## src/rtl/expu_lanes_pipe.sv

```systemverilog
// Multi-lane Schraudolph exponential unit behind an elastic valid/ready pipeline.
// Define EXPU_LANES_MANT_CORRECTION_EN to add the mantissa-correction core after each lane.

package expu_lanes_pkg;
    typedef enum logic [0:0] {
        FP_BF16 = 1'b0,
        FP_FP16 = 1'b1
    } fp_format_e;

    localparam fp_format_e FPFORMAT_IN = FP_BF16;

    function automatic int unsigned fp_exp_bits(fp_format_e fmt);
        return (fmt == FP_BF16) ? 8 : 5;
    endfunction

    function automatic int unsigned fp_man_bits(fp_format_e fmt);
        return (fmt == FP_BF16) ? 7 : 10;
    endfunction

    function automatic int unsigned fp_width(fp_format_e fmt);
        return 1 + fp_exp_bits(fmt) + fp_man_bits(fmt);
    endfunction
endpackage

// exp(x) ~= bits(x * 2^MAN_BITS / ln2 + bias << MAN_BITS), saturating to +inf / +0.
module expu_schraudolph #(
    parameter int unsigned EXP_BITS = 8,
    parameter int unsigned MAN_BITS = 7
) (
    input  logic [EXP_BITS+MAN_BITS:0] op_i,
    output logic [EXP_BITS+MAN_BITS:0] res_o
);
    localparam int unsigned BIAS    = (1 << (EXP_BITS - 1)) - 1;
    localparam int unsigned SAT_EXP = BIAS + EXP_BITS - 1;
    localparam logic [31:0] LOG2E   = 32'd1477;  // log2(e) with 10 fraction bits
    localparam logic [31:0] BASE    = 32'(BIAS) << MAN_BITS;
    localparam logic [31:0] MAX_RES = 32'((1 << EXP_BITS) - 1) << MAN_BITS;

    logic [EXP_BITS-1:0] exp_field;
    logic [31:0]         prod, scaled, sum, acc;
    logic                sat;

    always_comb begin
        exp_field = op_i[EXP_BITS+MAN_BITS-1 -: EXP_BITS];
        prod      = 32'({1'b1, op_i[MAN_BITS-1:0]}) * LOG2E;
        sat       = 32'(exp_field) >= SAT_EXP;
        scaled    = '0;
        if (exp_field != '0 && !sat) begin
            scaled = prod >> (32'(BIAS + 10) - 32'(exp_field));
        end
        sum = BASE + scaled;
        if (!op_i[EXP_BITS+MAN_BITS]) begin
            acc = (sat || sum >= MAX_RES) ? MAX_RES : sum;
        end else begin
            acc = (sat || scaled >= BASE) ? '0 : BASE - scaled;
        end
        res_o = {1'b0, acc[EXP_BITS+MAN_BITS-1:0]};
    end
endmodule

`ifdef EXPU_LANES_MANT_CORRECTION_EN
// Bends the linear 1+f mantissa toward 2^f by adding alpha*f*(1-f).
module expu_mant_correction #(
    parameter int unsigned EXP_BITS    = 8,
    parameter int unsigned MAN_BITS    = 7,
    parameter int unsigned ALPHA_NUM   = 11,
    parameter int unsigned ALPHA_SHIFT = 5
) (
    input  logic [EXP_BITS+MAN_BITS:0] op_i,
    output logic [EXP_BITS+MAN_BITS:0] res_o
);
    logic [31:0] mant, corr;

    always_comb begin
        mant  = 32'(op_i[MAN_BITS-1:0]);
        corr  = (mant * ((32'd1 << MAN_BITS) - mant) * ALPHA_NUM) >> (MAN_BITS + ALPHA_SHIFT);
        res_o = {op_i[EXP_BITS+MAN_BITS:MAN_BITS], MAN_BITS'(mant + corr)};
    end
endmodule
`endif

module expu_lanes_pipe
    import expu_lanes_pkg::*;
#(
    parameter fp_format_e  FPFORMAT   = FPFORMAT_IN,
    parameter int unsigned NUM_LANES  = 4,
    parameter int unsigned NUM_REGS   = 2,
    parameter int unsigned COMB_STAGE = 0,
    localparam int unsigned WIDTH     = fp_width(FPFORMAT),
    localparam int unsigned OCC_W     = $clog2(NUM_REGS + 1)
) (
    input  logic                       clk_i,
    input  logic                       rst_ni,
    input  logic                       clear_i,
    input  logic                       valid_i,
    output logic                       ready_o,
    input  logic [NUM_LANES*WIDTH-1:0] op_i,
    input  logic [NUM_LANES-1:0]       strb_i,
    output logic                       valid_o,
    input  logic                       ready_i,
    output logic [NUM_LANES*WIDTH-1:0] res_o,
    output logic [NUM_LANES-1:0]       strb_o,
    output logic                       busy_o,
    output logic [OCC_W-1:0]           occupancy_o
);
    localparam int unsigned EXP_BITS = fp_exp_bits(FPFORMAT);
    localparam int unsigned MAN_BITS = fp_man_bits(FPFORMAT);
    localparam int unsigned DW       = NUM_LANES * WIDTH;

    logic [NUM_REGS-1:0]  valid_q, valid_d, stage_rdy, src_valid, load_en;
    logic [DW-1:0]        data_q [NUM_REGS];
    logic [DW-1:0]        data_d [NUM_REGS];
    logic [DW-1:0]        src_data [NUM_REGS];
    logic [NUM_LANES-1:0] strb_q [NUM_REGS];
    logic [NUM_LANES-1:0] strb_d [NUM_REGS];
    logic [NUM_LANES-1:0] src_strb [NUM_REGS];
    logic [DW-1:0]        dp_in, dp_out;
    logic [NUM_LANES-1:0] dp_strb;

    if (COMB_STAGE == 0) begin : g_dp_from_ports
        assign dp_in   = op_i;
        assign dp_strb = strb_i;
    end else begin : g_dp_from_stage
        assign dp_in   = data_q[COMB_STAGE-1];
        assign dp_strb = strb_q[COMB_STAGE-1];
    end

    for (genvar k = 0; k < NUM_LANES; k++) begin : g_lane
        logic [WIDTH-1:0] lane_in, lane_exp, lane_res;

        assign lane_in = dp_strb[k] ? dp_in[k*WIDTH +: WIDTH] : '0;

        expu_schraudolph #(.EXP_BITS(EXP_BITS), .MAN_BITS(MAN_BITS)) u_core (
            .op_i (lane_in),
            .res_o(lane_exp)
        );
`ifdef EXPU_LANES_MANT_CORRECTION_EN
        expu_mant_correction #(.EXP_BITS(EXP_BITS), .MAN_BITS(MAN_BITS)) u_corr (
            .op_i (lane_exp),
            .res_o(lane_res)
        );
`else
        assign lane_res = lane_exp;
`endif
        // Disabled lanes must read zero even though exp(0) is one.
        assign dp_out[k*WIDTH +: WIDTH] = dp_strb[k] ? lane_res : '0;
    end

    for (genvar s = 0; s < NUM_REGS; s++) begin : g_stage_src
        if (s == 0) begin : g_valid_in
            assign src_valid[s] = valid_i;
        end else begin : g_valid_prev
            assign src_valid[s] = valid_q[s-1];
        end
        if (s == COMB_STAGE) begin : g_from_dp
            assign src_data[s] = dp_out;
            assign src_strb[s] = dp_strb;
        end else if (s == 0) begin : g_from_ports
            assign src_data[s] = op_i;
            assign src_strb[s] = strb_i;
        end else begin : g_from_prev
            assign src_data[s] = data_q[s-1];
            assign src_strb[s] = strb_q[s-1];
        end
    end

    // Flattened form of r[s] = ~v[s] | r[s+1]: ready if ready_i or any hole at or after s.
    always_comb begin
        stage_rdy = '0;
        for (int s = 0; s < NUM_REGS; s++) begin
            stage_rdy[s] = ready_i;
            for (int j = s; j < NUM_REGS; j++) begin
                if (!valid_q[j]) stage_rdy[s] = 1'b1;
            end
        end
    end

    always_comb begin
        for (int s = 0; s < NUM_REGS; s++) begin
            valid_d[s] = clear_i ? 1'b0 : (stage_rdy[s] ? src_valid[s] : valid_q[s]);
            load_en[s] = clear_i | (stage_rdy[s] & src_valid[s]);
            data_d[s]  = clear_i ? '0 : src_data[s];
            strb_d[s]  = clear_i ? '0 : src_strb[s];
        end
    end

    always_ff @(posedge clk_i or negedge rst_ni) begin
        if (!rst_ni) begin
            valid_q <= '0;
            // NOTE: data is reset too so res_o reads zero while idle, not stale results.
            for (int s = 0; s < NUM_REGS; s++) begin
                data_q[s] <= '0;
                strb_q[s] <= '0;
            end
        end else begin
            // NOTE: non-blocking so every stage samples its upstream's pre-edge value.
            valid_q <= valid_d;
            for (int s = 0; s < NUM_REGS; s++) begin
                if (load_en[s]) begin
                    data_q[s] <= data_d[s];
                    strb_q[s] <= strb_d[s];
                end
            end
        end
    end

    if (COMB_STAGE == NUM_REGS) begin : g_out_dp
        assign res_o  = dp_out;
        assign strb_o = dp_strb;
    end else begin : g_out_stage
        assign res_o  = data_q[NUM_REGS-1];
        assign strb_o = strb_q[NUM_REGS-1];
    end

    assign ready_o = stage_rdy[0];
    assign valid_o = valid_q[NUM_REGS-1];
    assign busy_o  = |valid_q;

    always_comb begin
        occupancy_o = '0;
        for (int s = 0; s < NUM_REGS; s++) begin
            occupancy_o = occupancy_o + OCC_W'(valid_q[s]);
        end
    end
endmodule

```

## config.mk

```make
export PLATFORM = sky130hd
export DESIGN_NAME = expu_lanes_pipe
export DESIGN_NICKNAME = d
export VERILOG_FILES = /design/src/rtl/expu_lanes_pipe.sv
export SDC_FILE = /design/constraint.sdc
export NUM_CORES = 1
export LEC_CHECK = 0
export ABC_AREA = 1
export BUFFER_PORTS_ARGS = -buffer_cell sky130_fd_sc_hd__buf_2
export CAP_MARGIN = 10
export CORE_ASPECT_RATIO = 2
export CORE_MARGIN = 2
export CORE_UTILIZATION = 60
export DETAILED_ROUTE_END_ITERATION = 8
export HOLD_SLACK_MARGIN = 0.08
export PLACE_DENSITY = 0.85
export SETUP_SLACK_MARGIN = 0.4
export SLEW_MARGIN = 20
export SYNTH_ARGS = -nofsm -noshare
export SYNTH_HDL_FRONTEND = slang
export SYNTH_SLANG_ARGS = --single-unit
```

## constraint.sdc

```tcl
create_clock -name clk_i -period 2.68 [get_ports clk_i]
set_input_delay 0.536 -clock clk_i [delete_from_list [all_inputs] [get_ports clk_i]]
set_output_delay 0.536 -clock clk_i [all_outputs]
set_load 0.03 [all_outputs]
```

==> flow_metrics.py, run 1 <==
metrics = {
    "global_routing": {
        "grt_remaining_overflow": 68,
        "grtUsageTotal": 0.694,
        "grt_max_degree": 81,
    },
    "synth": {
        "synth_largest_area_cell": "nand2_1",
        "synth_xor_area_frac": 0.0228,
        "syn_inst": 3353,
        "synth_area_sq_mm": 0.0207,
        "synth-edff-count": 0,
        "async_flop_share": 1.00,
        "synth_cell_types": 50,
        "synthTopCellsByArea": "nand2_1 17%, dfrtp_1 16%, nand3_1 13%",
        "synth_top_area_frac": 0.172,
        "synth-compound-area-share": 0.0809,
        "synthAdderAreaFrac": 0.161,
        "synth-seq-area-share": 0.157,
        "synth_ff_type": "dfrtp_1",
        "synth_top_family_by_area": "simple AND/OR/NAND/NOR gates",
        "yosys_warnings": 0,
        "synth-simple-area-share": 0.435,
        "synth-seq-cells": 130,
        "synthMuxAreaShare": 0,
        "postSynthAreaPerCell_sq_um": 6.17,
    },
    "place": {
        "dp_slack_ps": -3070,
        "dpl_cell_area_sq_mm": 0.0266,
        "io_buffers": 141,
        "gp_congestion": 1.08,
        "dp_hpwl_um": 63100,
    },
    "cts": {
        "cts_made_buffers": 17,
        "h-tree-depth": 4,
        "root_buffer": "clkbuf_16",
        "postCtsHoldBufs": 0,
        "clk_path_buf_depth": 2,
        "cts_sinks": 130,
    },
    "floorplan": {
        "pin_count": 146,
        "initial_core_util": 0.607,
        "fp.dieW_um": 135,
        "die_h_um": 267,
        "rows": 96,
    },
    "run_status": {
        "status": "did not finish",
        "haltStage": "global routing",
        "firstError": "[ERROR GRT-0232] Routing congestion too high. Check the congestion heatmap in the GUI.",
    },
    "sta": {
        "worstEndpointType": "sequential cell input",
        "grt_worst_setup_endpoint": "data_q[126]$_DFFE_PN0P_/D",
    },
}
==> Yosys cell counts (4+ instances only) <==
cell / number
nor2_4: 18
a21oi_2: 6
a31oi_1: 4
nand3b_1: 19
buf_4: 73
nand2_2: 53
fa_1: 40
nor2_8: 4
o211ai_1: 6
nor2_2: 20
o21ai_1: 38
xor2_1: 32
inv_1: 500
clkbuf_1: 45
nand3_2: 34
ha_1: 202
nand2_1: 947
o21bai_1: 22
xnor2_1: 20
dfrtp_1: 130
buf_6: 14
buf_1: 13
a21oi_1: 87
nand2_4: 11
or2_2: 11
nor2_1: 192
nor3_1: 12
nand3_1: 526
inv_2: 21
nand4_1: 67
nor3_2: 4
o21ai_0: 132
clkinv_1: 4
buf_2: 15
and2_1: 7
==> through the flow <==
| step | instances | hold WS, ps |
|---|---|---|
| after floorplan | 3356 | 240 |
| after global placement | 4370 | 454 |
| after detailed placement | 4370 | 469 |
| after CTS | 4448 | 139 |
==> timing repair <==
item,4_1_cts
resized for setup,322
hold endpoints to repair,0
setup buffers,46
endpoints found under the setup margin,60
pin swaps,164
==> logic make-up after synthesis <==
kind of cell / count (synthesis)
and+or+nand+nor: 1936
buffers and inverters: 685
AOI/OAI and AO/OA: 306
adders and majority gates: 242
DFF: 130
xor gates and xnor gates: 53
other: 1
==> per-layer routing <==
layer,global-route usage,GRT overflow
met1,0.645,0
met2,0.913,34
met3,0.536,2
met4,0.702,32
met5,0.141,0
==> run 2: changes to the inputs <==
- CORE_ASPECT_RATIO: 2 -> default
- CORE_UTILIZATION: 60 -> 40
- HOLD_SLACK_MARGIN: 0.08 -> default
- PLACE_DENSITY: 0.85 -> default
- PLACE_DENSITY_LB_ADDON: default -> 0.15
- SETUP_SLACK_MARGIN: 0.4 -> default
==> flow_metrics.py, run 2 <==
metrics = {
    "sta": {
        "skew_ps": 10.7,
        "rsz0062_at_grt": "true",
        "period_needed_ps": 4990,
        "finalHoldViolCount": 0,
        "fmax_mhz": 200,
        "worst_pin_slew_ps": 622,
        "drv_slew": 0,
        "max_slew_margin": 0.584,
        "layout_setup_ws_ps": -2310,
        "setup_viol": 60,
        "finalCritPeriodShare": 1.86,
    },
    "global_routing": {
        "grt_max_degree": 62,
        "grt_remaining_overflow": 0,
        "grtUsageTotal": 0.247,
        "first_global_vias": 23400,
        "antenna_found_initial": 0,
        "grt_first_pass_wirelength_um": 111000,
    },
    "cts": {
        "clk_path_buf_depth": 2,
        "clk_pin_slew_ps": 70,
        "root_buffer": "clkbuf_16",
        "clk_latency_ps": 420,
        "cts_sinks": 130,
        "h-tree-depth": 4,
        "postCtsHoldBufs": 0,
        "cts_made_buffers": 17,
        "cts_tree": "built",
    },
    "run_status": {
        "status": "finished with violations",
        "violations": "negative setup slack",
    },
    "critical_path": {
        "cp_data_arrival_time_ps": 5300,
        "end_kind": "register",
        "cpMaxStageDelayCell": "fa_1",
        "cpPeakStageDelay_ps": 500,
        "cp.required_ps": 2980,
        "start_kind": "primary input",
        "cp_max_fo": 5,
        "worstSetupPathType": "primary input to register",
        "reg2reg_depth": 11,
    },
    "route": {
        "wl_um": 67500,
        "post_drt_wl_per_cell_um": 14.3,
        "drt-initial-drc-count": 1414,
        "postRouteAntennaNets": 0,
        "vias": 23800,
        "avgViaCountPerCell": 5.03,
        "drc": 0,
        "first_pass_iters": 5,
    },
    "hold_path": {
        "hp-class": "primary input to async pin",
    },
    "floorplan": {
        "die_area_sq_mm": 0.0536,
        "initial_core_util": 0.404,
        "rows": 83,
        "die_h_um": 231,
        "pin_count": 146,
        "fp.dieW_um": 231,
        "placeableCoreArea_sq_mm": 0.0512,
    },
    "synth": {
        "async_flop_share": 1.00,
        "synth_largest_area_cell": "nand2_1",
        "syn_inst": 3353,
        "synth_ff_type": "dfrtp_1",
        "synth-simple-area-share": 0.435,
        "synthMuxAreaShare": 0,
        "synth_top_family_by_area": "simple AND/OR/NAND/NOR gates",
        "synth.most_common_cell": "nand2_1",
        "synthAdderAreaFrac": 0.161,
        "postSynthAreaPerCell_sq_um": 6.17,
        "synthTopCellsByArea": "nand2_1 17%, dfrtp_1 16%, nand3_1 13%",
        "synth_top_area_frac": 0.172,
        "synth-edff-count": 0,
        "synth-seq-area-share": 0.157,
        "synth_area_sq_mm": 0.0207,
        "synth-seq-cells": 130,
        "synth_xor_area_frac": 0.0228,
        "synthTopCellsByCount": "947 x nand2_1, 526 x nand3_1, 500 x inv_1",
        "synth_cell_types": 50,
        "yosys_warnings": 0,
        "synth-compound-area-share": 0.0809,
    },
    "run": {
        "drv_cap": 0,
    },
    "cells_and_area": {
        "layout-area-overhead-vs-synth_pct": 46.1,
        "drive_above_1_share": 0.384,
        "fillers": 4844,
        "mostFrequentLayoutCell": "nand2_1",
        "multi_input_area_sq_mm": 0.0172,
        "final_area_sq_mm": 0.0302,
        "register_area_sq_mm": 0.00325,
        "layout.nets": 4355,
        "layout_common_cells": "759 x nand2_1, 645 x buf_4, 462 x inv_1",
        "num_antenna_cells": 0,
        "post-route-util": 0.591,
    },
    "place": {
        "dpl_cell_area_sq_mm": 0.0271,
        "dp_slack_ps": -2900,
        "dp_hpwl_um": 54700,
        "gp_congestion": 0.953,
        "io_buffers": 141,
    },
    "power": {
        "ir_worst_vdd_mv": 0.419,
        "p_per_area_mw_per_mm2": 462,
        "power.leakage_uw": 0.0162,
        "comb_power_share": 0.680,
        "p_seq_frac": 0.150,
        "swShare": 0.456,
        "clkPwrFrac": 0.170,
        "finalPower_uw": 14000,
        "p_sw_uw": 6360,
        "p_int_uw": 7590,
    },
}
run 2: cell counts after synthesis:
No cell type changed its count.
run 2: logic make-up after synthesis:
logic type / count (synthesis)
AND/OR/NAND/NOR: 1936
XOR/XNOR: 53
other: 1
adder cells (fa/ha/maj): 242
buffers and inverters: 685
AO/OA/AOI/OAI: 306
flip-flops: 130
run 2: critical path: cells and delay by family:
family	cells	cell delay [ps]
AND/OR/NAND/NOR	18	1970
buffers and inverters	7	760
adder cells (fa/ha/maj)	5	1710
AO/OA/AOI/OAI	3	300
run 2: metal layers:
metal  vias up  GRT usage  share of wire
met2       486      0.424           0.48
met5         -          0              0
met1     11100      0.338           0.47
met4         0     0.0558          0.021
li1      12100          -              -
met3        89     0.0154          0.032
run 2: cell type report:
type	count	area share
Clock inverter	15	0.00625
Clock buffer	17	0.0141
Tap cell	680	0.0281
Multi-Input combinational cell	2541	0.570
Timing Repair Buffer	825	0.207
Sequential cell	130	0.108
Inverter	525	0.0667
run 2: final timing paths:
check | slack (ps) | to | start
worst min register to register | 480 | data_q[73] | data_q[73]
worst max register to register | 540 | data_q[85] | valid_q[0]
worst max-delay path | -2310 | data_q[74] | strb_i[0]
max in group asynchronous | 1910 | res_o[45] | rst_ni
min in group clk_i | 320 | valid_q[0] | clear_i
worst min-delay path | 20 | res_o[61] | rst_ni
run 2: per-stage QoR:
stage	instances	hold WS [ps]	setup TNS (ps)
after floorplan	3356	240	-137400
after global placement	4642	458	-160580
after detailed placement	4642	459	-166410
after CTS	4706	21.6	-129520
after global routing	4733	32.3	-150880
final	4733	22.9	-133140
run 2: power groups by stage:
stage / logic [uW] / clock network [uW] / registers [uW]
2_1_floorplan: 5070 / 0 / 2120
3_3_place_gp: 7940 / 0 / 2130
3_5_place_dp: 8040 / 0 / 2130
4_1_cts: 8800 / 2400 / 2090
5_1_grt: 10400 / 2500 / 2100
6_report: 9490 / 2380 / 2090
run 2: repair_timing:
action	4_1_cts	5_1_grt
gates resized for setup	276	240
endpoints found under the setup margin	60	60
pin swaps	159	177
gates cloned	1	0
setup buffers	32	30
Note: power is estimated with default switching activity, not from simulation.
